[config.mk]
export PLATFORM = sky130hd
export DESIGN_NAME = instr_fetch_unit_flat
export DESIGN_NICKNAME = d
export VERILOG_FILES = /design/src/rtl/instr_fetch_unit_pkg.sv /design/src/rtl/instr_fetch_unit_if.sv /design/src/rtl/instr_fetch_unit.sv /design/src/flat_wrapper.sv
export SDC_FILE = /design/constraint.sdc
export NUM_CORES = 1
export LEC_CHECK = 0
export ABC_AREA = 1
export BUFFER_PORTS_ARGS = -buffer_cell sky130_fd_sc_hd__buf_4
export CAP_MARGIN = 40
export CORE_ASPECT_RATIO = 2
export CORE_MARGIN = 2
export CORE_UTILIZATION = 44
export CTS_CLUSTER_SIZE = 40
export DETAILED_ROUTE_END_ITERATION = 10
export PLACE_DENSITY = 0.82
export SLEW_MARGIN = 20
export SYNTH_ARGS = -nofsm -noshare
export SYNTH_HDL_FRONTEND = slang
export SYNTH_SLANG_ARGS = --single-unit
[constraint.sdc]
create_clock -name clk -period 1.4 [get_ports clk]
set_input_delay 0.28 -clock clk [delete_from_list [all_inputs] [get_ports clk]]
set_output_delay 0.28 -clock clk [all_outputs]
set_load 0.05 [all_outputs]
[src/rtl/instr_fetch_unit_pkg.sv]
// Shared types and constants for the instruction fetch stage (package fetch_pkg).
package fetch_pkg;

  typedef enum logic [1:0] {
    IDLE  = 2'd0,
    WAIT  = 2'd1,
    FULL  = 2'd2,
    DRAIN = 2'd3
  } fetch_state_e;

  localparam logic [31:0] NOP_INSTR = 32'h0000_0013;
  localparam logic [31:0] RESET_PC  = 32'h0000_0000;

endpackage

[src/rtl/instr_fetch_unit_if.sv]
// Instruction-memory and decode-side signals of the fetch stage.
// FETCH_MISALIGN_EN adds the instr_misalign flag to the decode side.
interface instr_fetch_unit_if #(
  parameter int N  = 32,
  parameter int IW = 32
);
  logic          imem_req;
  logic [N-1:0]  imem_addr;
  logic          imem_gnt;
  logic          imem_rvalid;
  logic [IW-1:0] imem_rdata;
  logic          instr_valid;
  logic [IW-1:0] instr;
  logic [N-1:0]  instr_pc;
  logic          instr_ready;
`ifdef FETCH_MISALIGN_EN
  logic          instr_misalign;
`endif

  modport master (
    output imem_req, imem_addr,
    input  imem_gnt, imem_rvalid, imem_rdata,
    output instr_valid, instr, instr_pc,
`ifdef FETCH_MISALIGN_EN
    output instr_misalign,
`endif
    input  instr_ready
  );

  modport slave (
    input  imem_req, imem_addr,
    output imem_gnt, imem_rvalid, imem_rdata,
    input  instr_valid, instr, instr_pc,
`ifdef FETCH_MISALIGN_EN
    input  instr_misalign,
`endif
    output instr_ready
  );

endinterface

[src/rtl/instr_fetch_unit.sv]
// Fetch stage: one outstanding imem request, one-entry output buffer, redirect flush.
// Optional FETCH_MISALIGN_EN turns misaligned PCs into a flagged NOP that stalls fetch.
module instr_fetch_unit
  import fetch_pkg::*;
#(
  parameter int N  = 32,
  parameter int IW = 32
) (
  input  logic          clk,
  input  logic          n_reset,
  input  logic [N-1:0]  pc,
  output logic          pc_load,
  input  logic          redirect,
  instr_fetch_unit_if.master bus
);

  fetch_state_e  state_reg, state_next;
  logic [N-1:0]  pend_pc_reg, pend_pc_next;
  logic [IW-1:0] instr_reg, instr_next;
  logic [N-1:0]  instr_pc_reg, instr_pc_next;
  logic          instr_valid_reg, instr_valid_next;
  logic          req;
  logic          misaligned;
  logic          stalled;
`ifdef FETCH_MISALIGN_EN
  logic          misalign_reg, misalign_next;
`endif

  always_comb begin
    state_next       = state_reg;
    pend_pc_next     = pend_pc_reg;
    instr_next       = instr_reg;
    instr_pc_next    = instr_pc_reg;
    instr_valid_next = instr_valid_reg;
    req              = 1'b0;
    misaligned       = 1'b0;
    stalled          = 1'b0;
`ifdef FETCH_MISALIGN_EN
    misalign_next    = misalign_reg;
    misaligned       = |pc[1:0];
    stalled          = misalign_reg;
`endif

    case (state_reg)
      IDLE: begin
        if (!redirect) begin
          if (misaligned) begin
            instr_next       = IW'(NOP_INSTR);
            instr_pc_next    = pc;
            instr_valid_next = 1'b1;
`ifdef FETCH_MISALIGN_EN
            misalign_next    = 1'b1;
`endif
            state_next       = FULL;
          end else begin
            req = 1'b1;
            if (bus.imem_gnt) begin
              pend_pc_next = pc;
              state_next   = WAIT;
            end
          end
        end
      end

      WAIT: begin
        if (bus.imem_rvalid) begin
          // A redirect in the response cycle means the data belongs to the old path.
          if (!redirect) begin
            instr_next       = bus.imem_rdata;
            instr_pc_next    = pend_pc_reg;
            instr_valid_next = 1'b1;
`ifdef FETCH_MISALIGN_EN
            misalign_next    = 1'b0;
`endif
            state_next       = FULL;
          end else begin
            state_next = IDLE;
          end
        end else if (redirect) begin
          state_next = DRAIN;
        end
      end

      FULL: begin
        // Issue the next fetch in the same cycle decode takes the buffer.
        req = bus.instr_ready & !redirect & !stalled;
        if (redirect) begin
          instr_valid_next = 1'b0;
`ifdef FETCH_MISALIGN_EN
          misalign_next    = 1'b0;
`endif
          state_next       = IDLE;
        end else if (bus.instr_ready) begin
          instr_valid_next = 1'b0;
          if (!stalled) begin
            if (bus.imem_gnt) begin
              pend_pc_next = pc;
              state_next   = WAIT;
            end else begin
              state_next = IDLE;
            end
          end
        end
      end

      DRAIN: begin
        if (bus.imem_rvalid) begin
          state_next = IDLE;
        end
      end

      default: state_next = IDLE;
    endcase
  end

  always_ff @(posedge clk or negedge n_reset) begin
    if (!n_reset) begin
      state_reg       <= IDLE;
      pend_pc_reg     <= N'(RESET_PC);
      instr_reg       <= '0;
      instr_pc_reg    <= N'(RESET_PC);
      instr_valid_reg <= 1'b0;
`ifdef FETCH_MISALIGN_EN
      misalign_reg    <= 1'b0;
`endif
    end else begin
      state_reg       <= state_next;
      pend_pc_reg     <= pend_pc_next;
      instr_reg       <= instr_next;
      instr_pc_reg    <= instr_pc_next;
      instr_valid_reg <= instr_valid_next;
`ifdef FETCH_MISALIGN_EN
      misalign_reg    <= misalign_next;
`endif
    end
  end

  // Request is held off while reset is asserted even though IDLE would otherwise request.
  assign bus.imem_req    = req & n_reset;
  assign bus.imem_addr   = pc;
  assign pc_load         = (bus.imem_req & bus.imem_gnt) | redirect;
  assign bus.instr_valid = instr_valid_reg;
  assign bus.instr       = instr_reg;
  assign bus.instr_pc    = instr_pc_reg;
`ifdef FETCH_MISALIGN_EN
  assign bus.instr_misalign = misalign_reg;
`endif

endmodule

[src/flat_wrapper.sv]
// flat-port wrapper written by rule: the top's interface ports become plain ports
module instr_fetch_unit_flat import fetch_pkg::*;
#(
  parameter int N  = 32,
  parameter int IW = 32
)
  (clk, n_reset, pc, pc_load, redirect, bus_imem_req, bus_imem_addr, bus_imem_gnt, bus_imem_rvalid, bus_imem_rdata, bus_instr_valid, bus_instr, bus_instr_pc, bus_instr_ready);
  instr_fetch_unit_if #(.N(N), .IW(IW)) bus_i ();
  input  logic clk;
  input  logic n_reset;
  input  logic [N-1:0] pc;
  output logic pc_load;
  input  logic redirect;
  output wire logic [$bits(bus_i.imem_req)-1:0] bus_imem_req;
  output wire logic [$bits(bus_i.imem_addr)-1:0] bus_imem_addr;
  input wire logic [$bits(bus_i.imem_gnt)-1:0] bus_imem_gnt;
  input wire logic [$bits(bus_i.imem_rvalid)-1:0] bus_imem_rvalid;
  input wire logic [$bits(bus_i.imem_rdata)-1:0] bus_imem_rdata;
  output wire logic [$bits(bus_i.instr_valid)-1:0] bus_instr_valid;
  output wire logic [$bits(bus_i.instr)-1:0] bus_instr;
  output wire logic [$bits(bus_i.instr_pc)-1:0] bus_instr_pc;
  input wire logic [$bits(bus_i.instr_ready)-1:0] bus_instr_ready;
  assign bus_imem_req = bus_i.imem_req;
  assign bus_imem_addr = bus_i.imem_addr;
  assign bus_i.imem_gnt = bus_imem_gnt;
  assign bus_i.imem_rvalid = bus_imem_rvalid;
  assign bus_i.imem_rdata = bus_imem_rdata;
  assign bus_instr_valid = bus_i.instr_valid;
  assign bus_instr = bus_i.instr;
  assign bus_instr_pc = bus_i.instr_pc;
  assign bus_i.instr_ready = bus_instr_ready;
  instr_fetch_unit #(.N(N), .IW(IW)) u_core (.clk(clk), .n_reset(n_reset), .pc(pc), .pc_load(pc_load), .redirect(redirect), .bus(bus_i));
endmodule
# Word level (Yosys, flattened, before mapping)
# Index checks and enable logic that the tools add are counted.
dict set report op_classes {
  n_bitwise 5
  eq_ne 12
  reduce_logical 8
  n_mux 22
}
# operator n
set ops {}
lappend ops {{two-way mux 32 bit} 4}
lappend ops {{case mux 32 bit (2 select lines)} 1}
lappend ops {{two-way mux 2 bit} 8}
lappend ops {{inequality test 2 bit, second input constant} 7}
lappend ops {{case mux 2 bit (4 select lines)} 1}
lappend ops {{AND reduction 4 bit} 2}
lappend ops {{two-way mux 1 bit} 6}
lappend ops {{inequality test 3 bit, second input constant} 2}
lappend ops {{AND reduction 5 bit} 1}
lappend ops {{== test 2 bit, second input constant} 2}
lappend ops {{case mux 1 bit (2 select lines)} 2}
lappend ops {{nonzero test 2 bit} 2}
lappend ops {{bitwise AND 1 bit} 3}
lappend ops {{AND reduction 3 bit} 1}
lappend ops {{== test 2 x 1 -> 1 bit, second input constant} 1}
lappend ops {{logical NOT 2 bit} 1}
lappend ops {{logical NOT 1 bit} 1}
lappend ops {{NOT 1 bit} 1}
lappend ops {{bitwise OR 1 bit} 1}
dict set report word_totals {
  regBits 99
  inputBits 70
  out_inout_bits 99
  elab_cells 52
}

# Depth between registers and ports, before layout
dict set report depth {
  depth_word 6
  depth_mapped 8
  mapped_depth_nobuf 7
}

# Least setup slack after synthesis
# Ideal clock, no wire load.
dict set report synth_path {
  path_type {flip-flop to output port}
  startpoint {register u_core.state_reg[0]}
  endpoint {output pc_load}
  path_slack_ns -0.926
  path_stages_with_launch 7
  n_path_buf 3
  required_time_ns 1.120
  arrival_time_ns 2.046
  path_cell_list {dfrtp_1 > buf_4 > nor2_2 > nand3_2 > buf_6 > buf_6 > o21ai_0}
}
dict set report synth_via {
  elab_chain_cells 5
  elab_cells_between_ends 6
  cone_classes {1 x eq/ne; 1 x mux; 3 x bitwise; 1 x reduce/logical}
}
# item line_no
set synth_lines {}
lappend synth_lines {{from (decl)} instr_fetch_unit.sv:17} ;# fetch_state_e state_reg, state_next;
lappend synth_lines {{from (signal assigned)} instr_fetch_unit.sv:127} ;# state_reg <= state_next;
lappend synth_lines {{== test 2 bit / logical NOT 2 bit (equally long branches)} instr_fetch_unit.sv:44} ;# case (state_reg)
lappend synth_lines {{case mux 1 bit (2 select lines) (*)} instr_fetch_unit.sv:44}
lappend synth_lines {{bitwise AND 1 bit (*)} instr_fetch_unit.sv:139} ;# assign bus.imem_req = req & n_reset;
lappend synth_lines {{bitwise AND 1 bit (*)} instr_fetch_unit.sv:141} ;# assign pc_load = (bus.imem_req & bus.imem_gnt) | redirect;
lappend synth_lines {{bitwise OR 1 bit (*)} instr_fetch_unit.sv:141}
lappend synth_lines {{to (decl)} flat_wrapper.sv:12} ;# output logic pc_load;
# Every way passes the cells marked *; elsewhere a longest branch is shown, timed or not.

# Worst setup path in the final report
dict set report layout_path {
  startpoint {register u_core.state_reg[1]}
  endpoint {register u_core.instr_reg[20] (netlist: u_core.bus.instr[20])}
}
dict set report layout_via {
  elab_chain_cells 2
}
# item line_no
set layout_lines {}
lappend layout_lines {{== test 2 x 1 -> 1 bit} instr_fetch_unit.sv:44}
lappend layout_lines {{AND reduction 3 bit (no source line)} n/a}
lappend layout_lines {{to (signal assigned)} instr_fetch_unit.sv:129} ;# instr_reg <= instr_next;
lappend layout_lines {{to (decl)} instr_fetch_unit.sv:19} ;# logic [IW-1:0] instr_reg, instr_next;
# No other way between the ends.
# A chain may end at the register's enable or synchronous reset.

==> flow_metrics.tcl <==
set metrics [dict create \
    status "finished, violations left" \
    violations "negative setup slack" \
    drtIter0Drc 197 \
    rsz0062_at_grt "yes" \
    cp-start-kind "register" \
    cts_sinks 99 \
    ir_worst_vdd_mv 1.42 \
    power.total_w 0.0161 \
    power_frac_comb_pct 54.6 \
    critPathArrivalTime_ps 1870 \
    num_rows 50 \
    ys_ff_latch 99 \
    cp-end-kind "register" \
    synth_top_family_by_area "buffers and inverters" \
    die-area_sq_mm 0.0105 \
    finalNetCount 672 \
    vias 3530 \
    finClkSkew_ps 5.97 \
    fin_ws_ps -256 \
    muxShareOfSynthArea_pct 0 \
    p_int_w 0.00846 \
    cp.required_ps 1620 \
    grt_max_degree 100 \
    grtUsageTotal_pct 19.9 \
    place_ws_ps 8.18 \
    cts-root-buf "clkbuf_16" \
    path_max_fanout 6 \
    path_clk_slew_ps 70 \
    hpwl_um 7080 \
    seqPwrFrac_pct 31.5 \
    ctsHoldBuffers 0 \
    synthFlopType "dfrtp_1" \
    clkPwrFrac_pct 14.0 \
    start_util_pct 45.4 \
    synthesis.instances 447 \
    dr.pass1.iters 4 \
    power_density_mw_per_mm2 2590 \
    cts_buffers 9 \
    final.min_clock_period_ps 1660 \
    synth_area_sq_mm 0.00426 \
    grt_pass1_vias 3360 \
    die-width_um 73.6 \
    synth_compound_area_share_pct 13.3 \
    finalSetupViolCount 67 \
    fin_crit_sh_pct 118 \
    insertion_delay_ps 340 \
    synth_nets 517 \
    syn_avg_cell_area_sq_um 9.54 \
    holdCritPathClass "in2async" \
    fillCellCount 724 \
    synth-edff-count 0 \
    sw_frac_of_total_pct 47.5 \
    synth_xor_xnor_area_share_pct 0 \
    coreArea_sq_mm 0.00938 \
    synth_adder_area_share_pct 0 \
    antenna_found_initial 0 \
    power.leakage_nw 3.36 \
    die_h_um 143 \
    hold_slack_ps 12.7 \
    io_pins 169 \
    maxCapViolations 0 \
    synthSimpleGateAreaFrac_pct 12.1 \
    cts_tree "built" \
    via_per_inst 4.96 \
    async_flop_share_pct 100 \
    path_class "reg2reg" \
    drc 0 \
    seq_area_frac_synth_pct 58.1 \
    slew_headroom_pct 65.6 \
    ys.warnings.count 0 \
    wl_per_cell_um 16.4 \
    diodes 0 \
    place_congestion 0.843 \
    port_buffers 168 \
    worst_pin_slew_ps 517 \
    area_delta_synth_final_pct 46.0 \
    clock.fmax_ghz 0.604 \
    ys_types 22 \
    grt_overflow_total 0 \
    grt_pass1_wl_um 16000 \
    drtAntennaViolNets 0 \
    layout-drive-gt1-share_pct 48.1 \
    netSwitchingPower_w 0.00767 \
    htreeDepth 3 \
    slew_viol_final 0 \
    finalHoldViolations 0 \
    cts_buffer_depth 2 \
    routed_wl_um 11600 \
]
through the flow:
step                      instance area [sq um]  TNS, ps  instances  util (%)
after floorplan                            4300     -159        447         -
after global placement                     5420        0        674      57.7
after detailed placement                   5420        0        674      57.7
after CTS                                  5830    -2630        697      62.1
after global routing                       6230   -16460        711      66.3
final                                      6230   -11350        711      66.3
metal layers:
layer	wire (um)	track usage, %
met1	4010	21.9
met5	0	0
met4	321	8.42
met2	6770	36.2
met3	536	3.46
cells in the final DEF, fill, tap and decap left out, types with 8 or more instances in the layout:
cell type	n
a21oi_1	15
a21oi_2	17
buf_12	8
buf_4	171
buf_6	8
clkbuf_16	15
dfrtp_1	98
inv_1	70
nand2_1	49
nand2_2	21
nor2_1	27
nor2_2	10
o21ai_0	8
o21ai_1	42
o21ai_2	15
cell type report:
| class | count | area, sq um | share of cell area, % |
|---|---|---|---|
| clock inverters | 5 | 28.8 | 0.462 |
| well taps | 104 | 130 | 2.09 |
| flip-flops and latches | 99 | 2480 | 39.8 |
| multi-input cells | 220 | 1270 | 20.3 |
| clock buffers | 11 | 243 | 3.90 |
| inverters | 74 | 278 | 4.46 |
| repair buffers | 198 | 1800 | 28.9 |
what timing repair did:
item                                    in CTS  in global routing
endpoints found under the setup margin       3                 75
setup buffers                                4                  5
pin swaps                                    4                  4
cloned                                       3                 10
gates resized for setup                     11                 77
Yosys cell counts (2+ instances only):
| cell type | number | share of area (%) |
|---|---|---|
| buf_2 | 9 | 1.1 |
| nor2_1 | 27 | 2.4 |
| nand3_2 | 2 | 0.47 |
| o21ai_1 | 33 | 3.9 |
| nor2_2 | 11 | 1.6 |
| o21ai_0 | 33 | 3.9 |
| buf_4 | 34 | 6.0 |
| a21oi_1 | 15 | 1.8 |
| inv_1 | 71 | 6.3 |
| dfrtp_1 | 99 | 58 |
| a21oi_2 | 17 | 3.5 |
| buf_6 | 9 | 2.4 |
| nand3_1 | 3 | 0.35 |
| nor2_4 | 2 | 0.53 |
| nand2_1 | 73 | 6.4 |
| inv_2 | 3 | 0.26 |
cell families (layout without fill, tap and decap cells):
logic type             count (synthesis)  count (layout)
buffers and inverters                128             288
AND/OR/NAND/NOR                      120             120
flip-flops                            99              99
AO/OA/AOI/OAI                        100             100
worst max-delay path, cell delays in order (launching register included):
cell and delay, ps:
dfrtp_1 390, buf_4 140, buf_6 100, buf_6 110
nor2_4 140, nand3_4 150, buf_12 200, clkbuf_16 160
nand2_1 70, o21ai_1 80
path summary, 6_finish.rpt:
check / startpoint / to / slack [ps] / cells after the start
max: u_core.state_reg[1] / u_core.bus.instr[20] / -260 / 9
min: n_reset / u_core.bus.instr[17] / 10 / 2
max reg2reg: u_core.state_reg[1] / u_core.bus.instr[20] / -260 / 9
min reg2reg: u_core.bus.instr_pc[22] / u_core.bus.instr_pc[22] / 490 / 2
max in group asynchronous: n_reset / u_core.bus.instr[30] / 990 / 2
min in group clk: bus_imem_rdata[7] / u_core.bus.instr[7] / 180 / 3
power groups by stage:
stage	Sequential [W]	Combinational, W	Clock (W)
after floorplan	0.00821	0.00228	0
after global placement	0.00494	0.00774	0
after detailed placement	0.00501	0.00793	0
after CTS	0.00498	0.00817	0.00230
after global routing	0.00522	0.00929	0.00244
final	0.00508	0.00880	0.00225
(Power assumes the default switching activity.)
